<file path="src/rtl/fifo_wr_arbiter.sv">
// -----------------------------------------------------------------------------
// fifo_wr_arbiter
//
// Two-requester round-robin arbiter that funnels byte packets into a single
// downstream FIFO write port. A requester keeps the grant until it hands over
// a beat flagged `last` or has moved MAX_BURST beats, whichever comes first.
// The next owner is chosen in the same cycle the current owner releases, so
// back-to-back grants carry no idle bubble.
//
// Parameters
//   MAX_BURST   beats per grant before forced release (legal range 1..8)
//
// Ports
//   sys_clk     clock, all state on rising edge
//   rst_n       asynchronous active-low reset
//   req0_valid  requester 0 presents a byte
//   req0_data   requester 0 byte
//   req0_last   requester 0 final byte of a packet
//   req0_ready  requester 0 byte accepted this cycle (when valid)
//   req1_*      same as req0_* for requester 1
//   fifo_f      downstream FIFO full, stalls the current grant
//   tx_ready    FIFO write strobe, one byte per high cycle
//   tx_data     byte written when tx_ready is high (8'h00 with no grant)
//   grant       one-hot owner: 01 = req0, 10 = req1, 00 = none
//   cnt0/cnt1   per-requester accepted-beat counters, wrapping 16 bit
//               (present only when ARB_STATS_EN is defined)
//
// Build option
//   ARB_STATS_EN  adds the cnt0/cnt1 statistics outputs and counters.
// -----------------------------------------------------------------------------
module fifo_wr_arbiter #(
    parameter int MAX_BURST = 4
) (
    input  logic       sys_clk,
    input  logic       rst_n,
    input  logic       req0_valid,
    input  logic [7:0] req0_data,
    input  logic       req0_last,
    output logic       req0_ready,
    input  logic       req1_valid,
    input  logic [7:0] req1_data,
    input  logic       req1_last,
    output logic       req1_ready,
    input  logic       fifo_f,
    output logic       tx_ready,
    output logic [7:0] tx_data,
    output logic [1:0] grant
`ifdef ARB_STATS_EN
    ,
    output logic [15:0] cnt0,
    output logic [15:0] cnt1
`endif
);

    typedef enum logic [1:0] {
        IDLE = 2'd0,
        GNT0 = 2'd1,
        GNT1 = 2'd2
    } state_t;

    // Counter value at which the beat being accepted is the final one of
    // the burst (counter holds beats already taken under this grant).
    localparam logic [3:0] BURST_LAST = 4'(MAX_BURST - 1);

    state_t     state_q, state_d;
    logic [3:0] beat_cnt_q, beat_cnt_d;
    // 0 = req0 was served last, 1 = req1 was served last.
    logic       last_srv_q, last_srv_d;

    logic gnt0, gnt1;
    logic acc0, acc1;
    logic beat_acc;
    logic beat_last;
    logic rel;

    // Round-robin pick: the preferred requester wins when valid, otherwise
    // the other one, otherwise nobody.
    function automatic state_t arb_pick(input logic pref1,
                                        input logic v0,
                                        input logic v1);
        state_t s;
        if (pref1) s = v1 ? GNT1 : (v0 ? GNT0 : IDLE);
        else       s = v0 ? GNT0 : (v1 ? GNT1 : IDLE);
        return s;
    endfunction

    // ------------------------------------------------------------------
    // Datapath / handshake, all combinational from the current state
    // ------------------------------------------------------------------
    assign gnt0 = (state_q == GNT0);
    assign gnt1 = (state_q == GNT1);

    assign grant = {gnt1, gnt0};

    assign req0_ready = gnt0 && !fifo_f;
    assign req1_ready = gnt1 && !fifo_f;

    assign acc0 = req0_valid && req0_ready;
    assign acc1 = req1_valid && req1_ready;

    assign beat_acc  = acc0 || acc1;
    assign beat_last = gnt1 ? req1_last : req0_last;

    assign tx_ready = beat_acc;
    assign tx_data  = gnt0 ? req0_data :
                      gnt1 ? req1_data : 8'h00;

    // Release only happens on an accepted beat; a stall (fifo_f) or a
    // valid gap leaves the grant and counter untouched.
    assign rel = beat_acc && (beat_last || (beat_cnt_q == BURST_LAST));

    // ------------------------------------------------------------------
    // Next-state logic
    // ------------------------------------------------------------------
    always_comb begin
        state_d    = state_q;
        beat_cnt_d = beat_cnt_q;
        last_srv_d = last_srv_q;

        case (state_q)
            IDLE: begin
                state_d    = arb_pick(!last_srv_q, req0_valid, req1_valid);
                beat_cnt_d = 4'd0;
            end
            GNT0, GNT1: begin
                if (rel) begin
                    // The releasing requester becomes last-served, so the
                    // other side is preferred for the hand-over decision.
                    last_srv_d = gnt1;
                    state_d    = arb_pick(gnt0, req0_valid, req1_valid);
                    // Cleared even if the same requester is re-granted so
                    // the new grant gets a full burst.
                    beat_cnt_d = 4'd0;
                end else if (beat_acc) begin
                    beat_cnt_d = beat_cnt_q + 4'd1;
                end
            end
            default: begin
                state_d    = IDLE;
                beat_cnt_d = 4'd0;
            end
        endcase
    end

    // ------------------------------------------------------------------
    // State registers
    // ------------------------------------------------------------------
    always_ff @(posedge sys_clk or negedge rst_n) begin
        if (!rst_n) begin
            state_q    <= IDLE;
            beat_cnt_q <= 4'd0;
            last_srv_q <= 1'b1;   // req0 wins the first contention
        end else begin
            state_q    <= state_d;
            beat_cnt_q <= beat_cnt_d;
            last_srv_q <= last_srv_d;
        end
    end

`ifdef ARB_STATS_EN
    // ------------------------------------------------------------------
    // Accepted-beat statistics, free-running wrap at 16 bits
    // ------------------------------------------------------------------
    always_ff @(posedge sys_clk or negedge rst_n) begin
        if (!rst_n) begin
            cnt0 <= 16'h0000;
            cnt1 <= 16'h0000;
        end else begin
            if (acc0) cnt0 <= cnt0 + 16'h0001;
            if (acc1) cnt1 <= cnt1 + 16'h0001;
        end
    end
`endif

endmodule

</file>
<file path="config.mk">
export PLATFORM = sky130hd
export DESIGN_NAME = fifo_wr_arbiter
export DESIGN_NICKNAME = d
export VERILOG_FILES = /design/src/rtl/fifo_wr_arbiter.sv
export SDC_FILE = /design/constraint.sdc
export NUM_CORES = 1
export LEC_CHECK = 0
export CAP_MARGIN = 10
export CORE_ASPECT_RATIO = 1.2
export CORE_MARGIN = 2
export CORE_UTILIZATION = 36
export DETAILED_ROUTE_END_ITERATION = 10
export PLACE_DENSITY_LB_ADDON = 0.08
export SLEW_MARGIN = 20
export SYNTH_ARGS = -nofsm -noshare
export SYNTH_HDL_FRONTEND = slang
export SYNTH_SLANG_ARGS = --single-unit
</file>
<file path="constraint.sdc">
create_clock -name sys_clk -period 2.5 [get_ports sys_clk]
set_input_delay 0.25 -clock sys_clk [delete_from_list [all_inputs] [get_ports sys_clk]]
set_output_delay 0.25 -clock sys_clk [all_outputs]
set_load 0.05 [all_outputs]
</file>
### Word level (Yosys, flattened, before mapping)

Cells that the tools add are included.

* flip-flop bits (word level): 7
* word-level logic and storage cells: 34

* $add $sub $neg: 1
* eq/ne operators: 5
* multiplexer cells: 14
* reduce and logical (&&, ||, !) cells: 11

Operators by type and width (number)
* two-way mux 8 bit: 2
* two-way mux 2 bit: 6
* two-way mux 4 bit: 3
* logical AND 1 bit: 5
* adder 4 x 1 -> 4 bit, second input constant: 1
* == test 4 x 2 -> 1 bit, second input constant: 1
* one-hot mux 2 bit (2 select lines): 1
* inequality test 3 bit, second input constant: 1
* == test 2 x 1 -> 1 bit, second input constant: 1
* == test 2 bit, second input constant: 1
* zero test 2 bit: 1
* logical OR 1 bit: 2
* two-way mux 1 bit: 2
* inequality test 2 bit, second input constant: 1
* AND reduction 2 bit: 1
* OR reduction 2 bit: 1
* zero test 1 bit: 1

### Longest topological paths before layout

* depth after elaboration: 7
* depth in mapped cells: 8
* gate-level depth less buffers: 7

### Worst setup path before layout

Ideal clock, no wire load.

* path type: register -> output
* from: register state_q[1]
* to: output port req0_ready
* arrival: 1.706 ns
* required time: 2.250 ns
* slack: 0.544 ns
* cell stages (with the launch flop): 5
* buffers on the path: 1
* path through: dfrtp_1 > inv_1 > ha_1 > buf_1 > nor2b_1

* longest elaborated chain between the ends: 2

RTL lines
* from (decl): line 65 `state_t state_q, state_d;`
* from (signal assigned): line 154 `state_q <= state_d;`
* == test 2 x 1 -> 1 bit: line 90 `assign gnt0 = (state_q == GNT0);`
* named net gnt0: line 70 `logic gnt0, gnt1;`
* logical AND 1 bit: line 95 `assign req0_ready = gnt0 && !fifo_f;`
* to (decl): line 39 `output logic req0_ready,`

The timed path passes the listed nets, and every way through them passes these cells.

### Worst setup path in the final report

* from: register state_q[1]
* to: output port req0_ready

* longest elaborated chain between the ends: 2

RTL lines (line)
* == test 2 x 1 -> 1 bit: 90
* logical AND 1 bit: 95

Every way passes these cells.

==> parameters.txt <==
Parameter                              Value

Status
  Outcome ... finished, final reports clean

CTS
  CTS resizes ... 0
  Clock buffer depth ... 2
  Post-CTS Hold Fix Bufs ... 0
  TritonCTS clock tree ... yes
  Clock-pin transition on the worst setup and hold timing paths ... 0.05 ns
  Clock Tree Root ... sky130_fd_sc_hd__clkbuf_4
  Worst-skew pair later-pin latency ... 0.25 ns
  Buffers inserted during post-CTS setup optimization ... 0
  Num CTS Buffers ... 3
  Max H-tree Level ... 1
  Clock Sink Count ... 7

Logic synthesis
  Post-synthesis sequential element count ... 7
  Synth Warn # ... 0
  Proportion of register bits with asynchronous set or reset after synthesis ... 100%
  Number of instances in the synthesized netlist ... 68
  Count of flip-flops with a built-in enable after synthesis ... 0
  Cell area after technology mapping ... 609 um^2
  Unique cell type count in the Yosys netlist ... 30
  Sequential-to-total area share from yosys stat ... 29.0%
  Mapped Nets ... 97
  Commonest register cell after synthesis ... sky130_fd_sc_hd__dfrtp_1
  Synthesized area per cell ... 8.96 um^2

Final layout
  Layout cells sized above 1 ... 15.5%
  Number of fill cells ... 140
  Post-synthesis to final-layout area growth ... 59.5%
  Antenna cell count ... 0
  Post-layout nets ... 133
  Area of combinational cells with multiple inputs ... 377 um^2
  Area used by sequential logic in the layout ... 176 um^2

Floorplan
  Floorplan die height ... 49.1 um
  Effective utilization at floorplan ... 38.0%
  Top Ports ... 36
  Width of the die ... 41.6 um
  Std-Cell Core Area ... 0.00160 mm^2
  Placement Rows ... 16
  Die Outline Area ... 0.00204 mm^2

Timing
  Least setup slack across all paths after layout ... 0.327 ns
  Hold Worst Slack ... 0.268 ns
  Final setup violation count ... 0
  Total Neg Setup Slack ... 0 ns
  Clk_skew ... 0.000848 ns
  RSZ-0062 raised after global routing ... false
  Final worst path period share ... 86.9%
  Worst slew pin tran ... 0.507 ns
  Relative slew slack ... 66.1%
  Number of max-slew violations in the final report ... 0
  Time the final worst path needs with I/O delays and setup ... 2.17 ns
  Max Freq ... 460 MHz
  Final hold violations ... 0

Pwr
  Cell leakage power ... 0.430 nW
  Worst supply voltage drop on vdd ... 571 uV
  Switching fraction of total power ... 53.4%
  P_sw ... 0.000585 W
  Internal cell power ... 0.000510 W
  Relative contribution of sequential cells to total power ... 15.3%
  Logic pwr share ... 75.1%
  Power per cell area ... 1130 mW/mm^2
  Overall power of the completed layout ... 0.00109 W
  Relative contribution of the clock network to total power ... 9.7%

Global route
  Pin count of the biggest net entering global routing ... 12
  Sum of overflow across all layers after global routing ... 0
  Initial antenna violation count ... 0
  Global-route total usage across every layer ... 17.6%
  Global-route wire length before repair ... 2.82 mm
  Number of global-route vias before repair ... 622

Setup path
  R2r endpoint ... beat_cnt_q[3]
  Critical Path Sink Type ... output pin
  Number of cells on the worst reg-to-reg path ... 6
  Crit path launch type ... register
  Worst setup path class ... reg2out
  Worst endpoint required time ... 2.25 ns
  Crit-path cells ... inv_1 > ha_1 > nor2b_1 > clkdlybuf4s50_1
  Data arrival time of the worst path ... 1.92 ns
  Launching point of the worst reg2reg path ... state_q[1]
  Setup slack, reg-to-reg ... 0.61 ns
  Worst-path fanout max ... 5
  Library cell contributing the largest single delay on the critical path ... sky130_fd_sc_hd__clkdlybuf4s50_1
  Delay of the slowest cell on the worst path ... 0.81 ns

Run
  Max-cap violations ... 0

Routing
  Average wire per standard cell ... 13.5 um
  Vias ... 636
  First-pass DRT Iterations ... 4
  DRC violation count after routing ... 0
  Number of nets with antenna violations after detailed routing ... 0
  Drt via density ... 5.26
  Wire length reported by the detailed router ... 1.63 mm
  First DRT Iteration DRCs ... 8

Placed design
  Half-perimeter wire length after placement ... 1.35 mm
  Post-placement worst setup slack ... 0.594 ns
  I/O Buffers ... 35
  Global placer's final weighted congestion ... 0.757

Min path
  Worst hold path type ... in2async
==> final cells by class <==
cell class	instances	area share, %
clock buffer	4	2.70
timing repair buffer	36	35.8
sequential	7	18.1
tap	18	2.32
inverter	6	2.32
multi-input combinational	50	38.7
==> metrics by stage <==
step,util (%),std cells,area [um^2]
2_1_floorplan,-,68,609
3_3_place_gp,59.1,117,946
3_5_place_dp,59.1,117,946
4_1_cts,60.7,121,972
5_1_grt,60.7,121,972
6_report,60.7,121,972
==> worst max-delay path by stage <==
stage          slack (ns)  cells after the start        from         end
4_1_cts              0.31                      4  state_q[1]  req0_ready
3_5_place_dp         0.59                      4  state_q[0]  req1_ready
3_3_place_gp         0.59                      4  state_q[1]  req0_ready
2_1_floorplan        0.54                      4  state_q[1]  req0_ready
5_1_grt              0.23                      4  state_q[1]  req0_ready
6_report             0.33                      4  state_q[1]  req0_ready
==> flip-flops by register name (all words and copies together), names as in the netlist <==
signal and cells:
beat_cnt_q 4, last_srv_q 1, state_q 2
==> per-layer routing <==
| metal | vias up | track usage (%) | share of wire, % |
|---|---|---|---|
| met5 | - | 0 | 0 |
| met4 | 0 | 9.68 | 1.8 |
| met3 | 3 | 1.85 | 5.0 |
| met2 | 27 | 31.0 | 50 |
| met1 | 288 | 20.5 | 43 |
| li1 | 318 | - | - |
==> power groups by stage <==
| stage | sequential, W | clock (W) | combinational (W) |
|---|---|---|---|
| finish | 0.000167 | 0.000106 | 0.000822 |
| global route | 0.000171 | 0.000115 | 0.000880 |
| CTS | 0.000168 | 0.000111 | 0.000828 |
| detailed placement | 0.000170 | 0 | 0.000827 |
| global placement | 0.000169 | 0 | 0.000822 |
| floorplan | 0.000164 | 0 | 0.000614 |
==> critical path, delay by kind of cell, from the launching register on <==
| family | cells | cell delay, ns |
|---|---|---|
| flip-flops | 1 | 0.42 |
| adder cells (fa/ha/maj) | 1 | 0.21 |
| AND/OR/NAND/NOR | 1 | 0.14 |
| buffers and inverters | 2 | 0.90 |
==> synth_stat cells (2+ instances only) <==
| cell type | count | share of area, % |
|---|---|---|
| sky130_fd_sc_hd__a22o_1 | 8 | 11 |
| sky130_fd_sc_hd__dfrtp_1 | 6 | 25 |
| sky130_fd_sc_hd__ha_1 | 6 | 12 |
| sky130_fd_sc_hd__nand2_1 | 6 | 3.7 |
| sky130_fd_sc_hd__inv_1 | 4 | 2.5 |
| sky130_fd_sc_hd__nand3_1 | 4 | 3.3 |
| sky130_fd_sc_hd__mux2_1 | 3 | 5.5 |
| sky130_fd_sc_hd__a21oi_1 | 2 | 1.6 |
| sky130_fd_sc_hd__buf_4 | 2 | 2.5 |
| sky130_fd_sc_hd__inv_2 | 2 | 1.2 |
| sky130_fd_sc_hd__nand2b_1 | 2 | 2.1 |
| sky130_fd_sc_hd__nor2b_1 | 2 | 2.1 |
| sky130_fd_sc_hd__o21a_1 | 2 | 2.5 |
| sky130_fd_sc_hd__o21ai_0 | 2 | 1.6 |
| sky130_fd_sc_hd__o21ai_1 | 2 | 1.6 |
==> layout by cell type (no fill, tap or decap), drive strengths merged, types with 2 or more instances in the layout <==
| cell | instances |
|---|---|
| mux2 | 3 |
| dfrtp | 6 |
| a21oi | 2 |
| o21a | 2 |
| ha | 6 |
| o21ai | 4 |
| nand2b | 2 |
| inv | 6 |
| nand3 | 4 |
| nand2 | 6 |
| nor2b | 2 |
| clkbuf | 4 |
| buf | 10 |
| a22o | 8 |
| clkdlybuf4s50 | 26 |
==> cell families (layout without fill, tap and decap cells) <==
group | count (synthesis) | in the layout | share of synthesized area [%]
buffers and inverters | 11 | 46 | 9.24
AOI/OAI and AO/OA | 22 | 22 | 26.7
and+or+nand+nor | 18 | 18 | 15.6
adders and majority gates | 6 | 6 | 12.3
DFF | 7 | 7 | 29.0
muxes | 4 | 4 | 7.19
Power figures use the tool's default switching activity.
